`src/rtl/hilo_div_ctrl.sv`:
```
// hilo_div_ctrl: EX-stage controller for the iterative divider and the HI/LO pair.
// Decodes DIV/DIVU/MTHI/MTLO/MFHI/MFLO, hands DIV/DIVU to the divider with a
// one-cycle start, holds EX while the divide runs, writes quotient/remainder
// into LO/HI on completion, and cancels the divider on flush or watchdog expiry.
// Optional build macro: DIVZERO_SKIP_EN -- DIV/DIVU with a zero divisor is
// retired in one cycle without starting the divider and without touching HI/LO.
module hilo_div_ctrl #(
    parameter int MAX_WAIT = 12,
    parameter int DATA_W   = 32
) (
    input  logic              clk,
    input  logic              resetn,
    input  logic              ex_valid,
    input  logic [2:0]        ex_op,
    input  logic [DATA_W-1:0] ex_src_a,
    input  logic [DATA_W-1:0] ex_src_b,
    input  logic              ex_flush,
    output logic              ex_stall,
    output logic [DATA_W-1:0] mf_data,
    output logic [DATA_W-1:0] hi,
    output logic [DATA_W-1:0] lo,
    output logic              timeout_err,
    output logic              div_start,
    output logic              div_signed,
    output logic [DATA_W-1:0] div_x,
    output logic [DATA_W-1:0] div_y,
    output logic              div_cancel,
    input  logic [DATA_W-1:0] div_s,
    input  logic [DATA_W-1:0] div_r,
    input  logic              div_complete
);

    localparam int CNT_W = (MAX_WAIT > 2) ? $clog2(MAX_WAIT) : 1;
    localparam logic [CNT_W-1:0] CNT_LAST = CNT_W'(MAX_WAIT - 1);

    localparam logic [2:0] OP_DIV  = 3'd1;
    localparam logic [2:0] OP_DIVU = 3'd2;
    localparam logic [2:0] OP_MTHI = 3'd3;
    localparam logic [2:0] OP_MTLO = 3'd4;
    localparam logic [2:0] OP_MFHI = 3'd5;
    localparam logic [2:0] OP_MFLO = 3'd6;

    typedef enum logic {
        ST_IDLE = 1'b0,
        ST_BUSY = 1'b1
    } state_t;

    state_t           state;
    logic [CNT_W-1:0] wait_cnt;

    logic ex_go;
    logic op_is_div;
    logic div_ok;
    logic issue;
    logic busy;
    logic cancel_flush;
    logic cancel_tmo;

    // Watchdog counter step: stops at the last value instead of wrapping.
    function automatic logic [CNT_W-1:0] sat_inc(input logic [CNT_W-1:0] v);
        if (v == CNT_LAST)
            return v;
        return v + CNT_W'(1);
    endfunction

    assign ex_go     = ex_valid & ~ex_flush;
    assign op_is_div = (ex_op == OP_DIV) | (ex_op == OP_DIVU);

`ifdef DIVZERO_SKIP_EN
    // A zero divisor never reaches the divider; the instruction simply retires.
    assign div_ok = (ex_src_b != '0);
`else
    assign div_ok = 1'b1;
`endif

    assign busy  = (state == ST_BUSY);
    assign issue = ex_go & op_is_div & div_ok & (state == ST_IDLE);

    // Flush outranks completion; the watchdog only fires when neither happened.
    assign cancel_flush = busy & ex_flush;
    assign cancel_tmo   = busy & ~ex_flush & ~div_complete & (wait_cnt == CNT_LAST);

    // Divider handshake and EX hold; operands are presented unconditionally.
    always_comb begin
        div_start  = issue & resetn;
        div_signed = (ex_op == OP_DIV) & resetn;
        div_x      = ex_src_a;
        div_y      = ex_src_b;
        div_cancel = cancel_flush | cancel_tmo;
        ex_stall   = issue | (busy & ~div_complete & ~cancel_flush & ~cancel_tmo);
    end

    // MFHI/MFLO read straight from the architectural registers, no bypass.
    always_comb begin
        mf_data = '0;
        case (ex_op)
            OP_MFHI: mf_data = hi;
            OP_MFLO: mf_data = lo;
            default: mf_data = '0;
        endcase
    end

    // Controller FSM with watchdog, sticky timeout flag and HI/LO updates.
    always_ff @(posedge clk or negedge resetn) begin
        if (!resetn) begin
            state       <= ST_IDLE;
            wait_cnt    <= '0;
            timeout_err <= 1'b0;
            hi          <= '0;
            lo          <= '0;
        end else begin
            case (state)
                ST_IDLE: begin
                    if (issue) begin
                        state    <= ST_BUSY;
                        wait_cnt <= '0;
                    end else if (ex_go && ex_op == OP_MTHI) begin
                        hi <= ex_src_a;
                    end else if (ex_go && ex_op == OP_MTLO) begin
                        lo <= ex_src_a;
                    end
                end
                ST_BUSY: begin
                    wait_cnt <= sat_inc(wait_cnt);
                    if (ex_flush) begin
                        state <= ST_IDLE;
                    end else if (div_complete) begin
                        hi    <= div_r;
                        lo    <= div_s;
                        state <= ST_IDLE;
                    end else if (wait_cnt == CNT_LAST) begin
                        timeout_err <= 1'b1;
                        state       <= ST_IDLE;
                    end
                end
                default: state <= ST_IDLE;
            endcase
        end
    end

endmodule

```
`config.mk`:
```
export PLATFORM = sky130hd
export DESIGN_NAME = hilo_div_ctrl
export DESIGN_NICKNAME = d
export VERILOG_FILES = /design/src/rtl/hilo_div_ctrl.sv
export SDC_FILE = /design/constraint.sdc
export NUM_CORES = 1
export LEC_CHECK = 0
export BUFFER_PORTS_ARGS = -buffer_cell sky130_fd_sc_hd__buf_2
export CORE_AREA = 2 2 118 120
export DETAILED_ROUTE_END_ITERATION = 8
export DIE_AREA = 0 0 120 122
export PLACE_DENSITY_LB_ADDON = 0.05
export SYNTH_ARGS = -nofsm -noshare
export SYNTH_HDL_FRONTEND = slang
export SYNTH_SLANG_ARGS = --single-unit
```
`constraint.sdc`:
```
create_clock -name clk -period 4.7 [get_ports clk]
set_clock_uncertainty 0.05 [all_clocks]
set_input_delay 0.235 -clock clk [delete_from_list [all_inputs] [get_ports clk]]
set_output_delay 0.235 -clock clk [all_outputs]
set_load 0.02 [all_outputs]
```
==> flow_metrics.py <==
metrics = {
    "outcome": {
        "status": "finished clean",
    },
    "layout": {
        "layout.cells.most_common": "buf_2",
        "syn_to_final_growth_pct": 23.5,
        "drive_above_1_share_pct": 51.8,
        "final_net_count": 754,
        "layout_common_cells": "buf_2 (235), nand2_1 (138), dfrtp_1 (69)",
        "instances_no_fill": 803,
        "fillers": 1432,
        "final_core_util_pct": 41.0,
    },
    "synthesis": {
        "syn_avg_cell_area_um2": 9.77,
        "synth_edf_count": 0,
        "yosys_register_bits": 70,
        "synth.distinct_cells": 29,
        "synth_top_area_share_pct": 39.1,
        "synth_area_leader_cell": "dfrtp_1",
        "synth_warnings": 0,
        "syn_area_mm2": 0.00448,
        "synth_cells": 459,
        "async_flop_share_pct": 100,
        "yosysSeqAreaShare_pct": 39.1,
        "synth.area.top_cells": "dfrtp_1 (39%), nand2_1 (12%), buf_4 (11%)",
        "synth_ff_type": "dfrtp_1",
        "syn-num-nets": 596,
    },
    "clock_tree": {
        "holdBufCountCts": 0,
        "cts-root-buf": "clkbuf_16",
        "post_cts.repair.setup_buffers": 0,
        "tritoncts": "yes",
        "clk_pin_slew_ns": 0.05,
        "cts_buffer_depth": 2,
        "post_cts_resize_count": 0,
        "numClockSinks": 70,
        "cts_max_level": 3,
        "cts_buffers": 9,
        "insertion_delay_ns": 0.33,
    },
    "floorplan": {
        "die_w_um": 120,
        "num_rows": 43,
        "die_h_um": 122,
        "pin_count": 301,
        "start_util_pct": 33.2,
        "core_area_mm2": 0.0135,
        "dieArea_mm2": 0.0146,
    },
    "detailed_routing": {
        "drtIter0Drc": 155,
        "ant_nets": 0,
        "vias": 3747,
        "first_pass_iters": 4,
        "via_per_inst": 4.67,
        "drc": 0,
        "wl_per_cell_um": 15.8,
        "wirelength_um": 12700,
    },
    "timing": {
        "drv_slew": 0,
        "tightest_slew_ns": 1.15,
        "setup-tns-final_ns": 0,
        "finalHoldViolCount": 0,
        "rsz0062_at_grt": "false",
        "whs_ns": 0.116,
        "timing.final.crit_period_ns": 2.32,
        "fin_crit_sh_pct": 49.4,
        "layout_setup_ws_ns": 2.38,
        "max_freq_ghz": 0.431,
        "setup_viol": 0,
        "slew_headroom_pct": 22.8,
    },
    "grt": {
        "overflow": 0,
        "track_usage_pct": 17.0,
        "grt_pass1_vias": 3595,
        "grt_max_degree": 86,
        "antenna_found_initial": 1,
        "grt_pass1_wl_um": 19100,
    },
    "worst_setup_path": {
        "path_max_fanout": 32,
        "crit_arrival_ns": 2.49,
        "cp-end-kind": "flop",
        "cp_data_required_time_ns": 4.87,
        "worstPathCellList": "or4_4 -> o211ai_4 -> mux2_2",
        "crit_slowest_cell": "or4_4",
        "path_class": "reg -> reg",
        "start_kind": "flop",
        "cpPeakStageDelay_ns": 0.67,
    },
    "placed_design": {
        "dp_hpwl_um": 9010,
        "portBuffers": 236,
        "post-place-cells": 786,
        "place_ws_ns": 2.33,
        "gp_congestion": 0.765,
    },
    "pwr": {
        "p_leak_nw": 2.99,
        "power_density_mw_per_mm2": 482,
        "ir_drop_mv": 0.154,
    },
    "flow_run": {
        "max_cap_viol_count": 0,
    },
    "worst_hold_path": {
        "hp-class": "in -> async",
    },
}
-- flip-flops by register name, summed over array words and instances, names as in the netlist --
| register | cells |
|---|---|
| hi | 32 |
| timeout_err | 1 |
| busy | 1 |
| lo | 32 |
| wait_cnt | 4 |
-- final timing paths --
check | startpoint | end | slack [ns] | depth (start not counted)
max | busy$_DFF_PN0_ | lo[27]$_DFFE_PN0P_ | 2.38 | 3
min | resetn | hi[29]$_DFFE_PN0P_ | 0.12 | 2
max reg2reg | busy$_DFF_PN0_ | lo[27]$_DFFE_PN0P_ | 2.38 | 3
min reg2reg | timeout_err$_DFFE_PN0P_ | timeout_err$_DFFE_PN0P_ | 0.44 | 1
max in group asynchronous | resetn | busy$_DFF_PN0_ | 3.85 | 2
min in group clk | div_complete | timeout_err$_DFFE_PN0P_ | 0.17 | 4
-- worst max-delay path, delay by kind of cell (launching register included) --
kind             cells  cell delay (ns)
AND/OR/NAND/NOR      1             0.67
flip-flops           1             0.55
AO/OA/AOI/OAI        1             0.50
multiplexers         1             0.42
-- cell families (layout without fill, tap and decap cells) --
family,Yosys count,count (layout),synth area share (%)
buf+inv,93,256,15.0
flops,70,70,39.1
other cells,0,1,0
fa+ha+maj,1,1,0.279
mux,65,65,18.8
compound gates,41,41,7.98
simple gates,187,187,18.5
xor+xnor,2,2,0.391
-- Yosys cell counts (all sizes together) (2+ instances only) --
library cell	number
buf	72
nand2	138
nand2b	33
nor2	4
inv	2
xnor2	2
o21ai	3
a22o	32
nand3	4
dfrtp	70
nor4b	2
clkbuf	19
and3b	2
mux2	65
-- layer usage --
| metal | vias to the layer above | wire length, µm | global-route usage (%) |
|---|---|---|---|
| li1 | 1780 | - | - |
| met1 | 1782 | 5240 | 20.5 |
| met2 | 157 | 6340 | 29.6 |
| met3 | 28 | 873 | 3.65 |
| met4 | 0 | 204 | 6.69 |
| met5 | - | 0 | 0 |
-- per-stage QoR --
stage	power, W	cell area [µm²]
final	0.00267	5540
after floorplan	0.00170	4480
after global placement	0.00202	5250
after global routing	0.00283	5540
after CTS	0.00271	5540
after detailed placement	0.00204	5250
-- final cells by class --
cell class	count	area (µm²)	share of cell area, %
timing repair buffer	238	1200	21.6
clock inverter	5	50.0	0.904
sequential	70	1750	31.6
antenna	1	2.50	0.0452
inverter	2	7.51	0.136
clock buffer	11	233	4.20
tap	180	225	4.07
multi-input combinational	296	2070	37.4
-- power breakdown --
group	internal (W)	switching, W	total [W]
Clock	0.000407	0.000245	0.000652
Combinational	0.000456	0.000559	0.00102
Sequential	0.000812	0.000191	0.00100
Total	0.00167	0.000995	0.00267
Note: power is estimated with default switching activity, not from simulation.
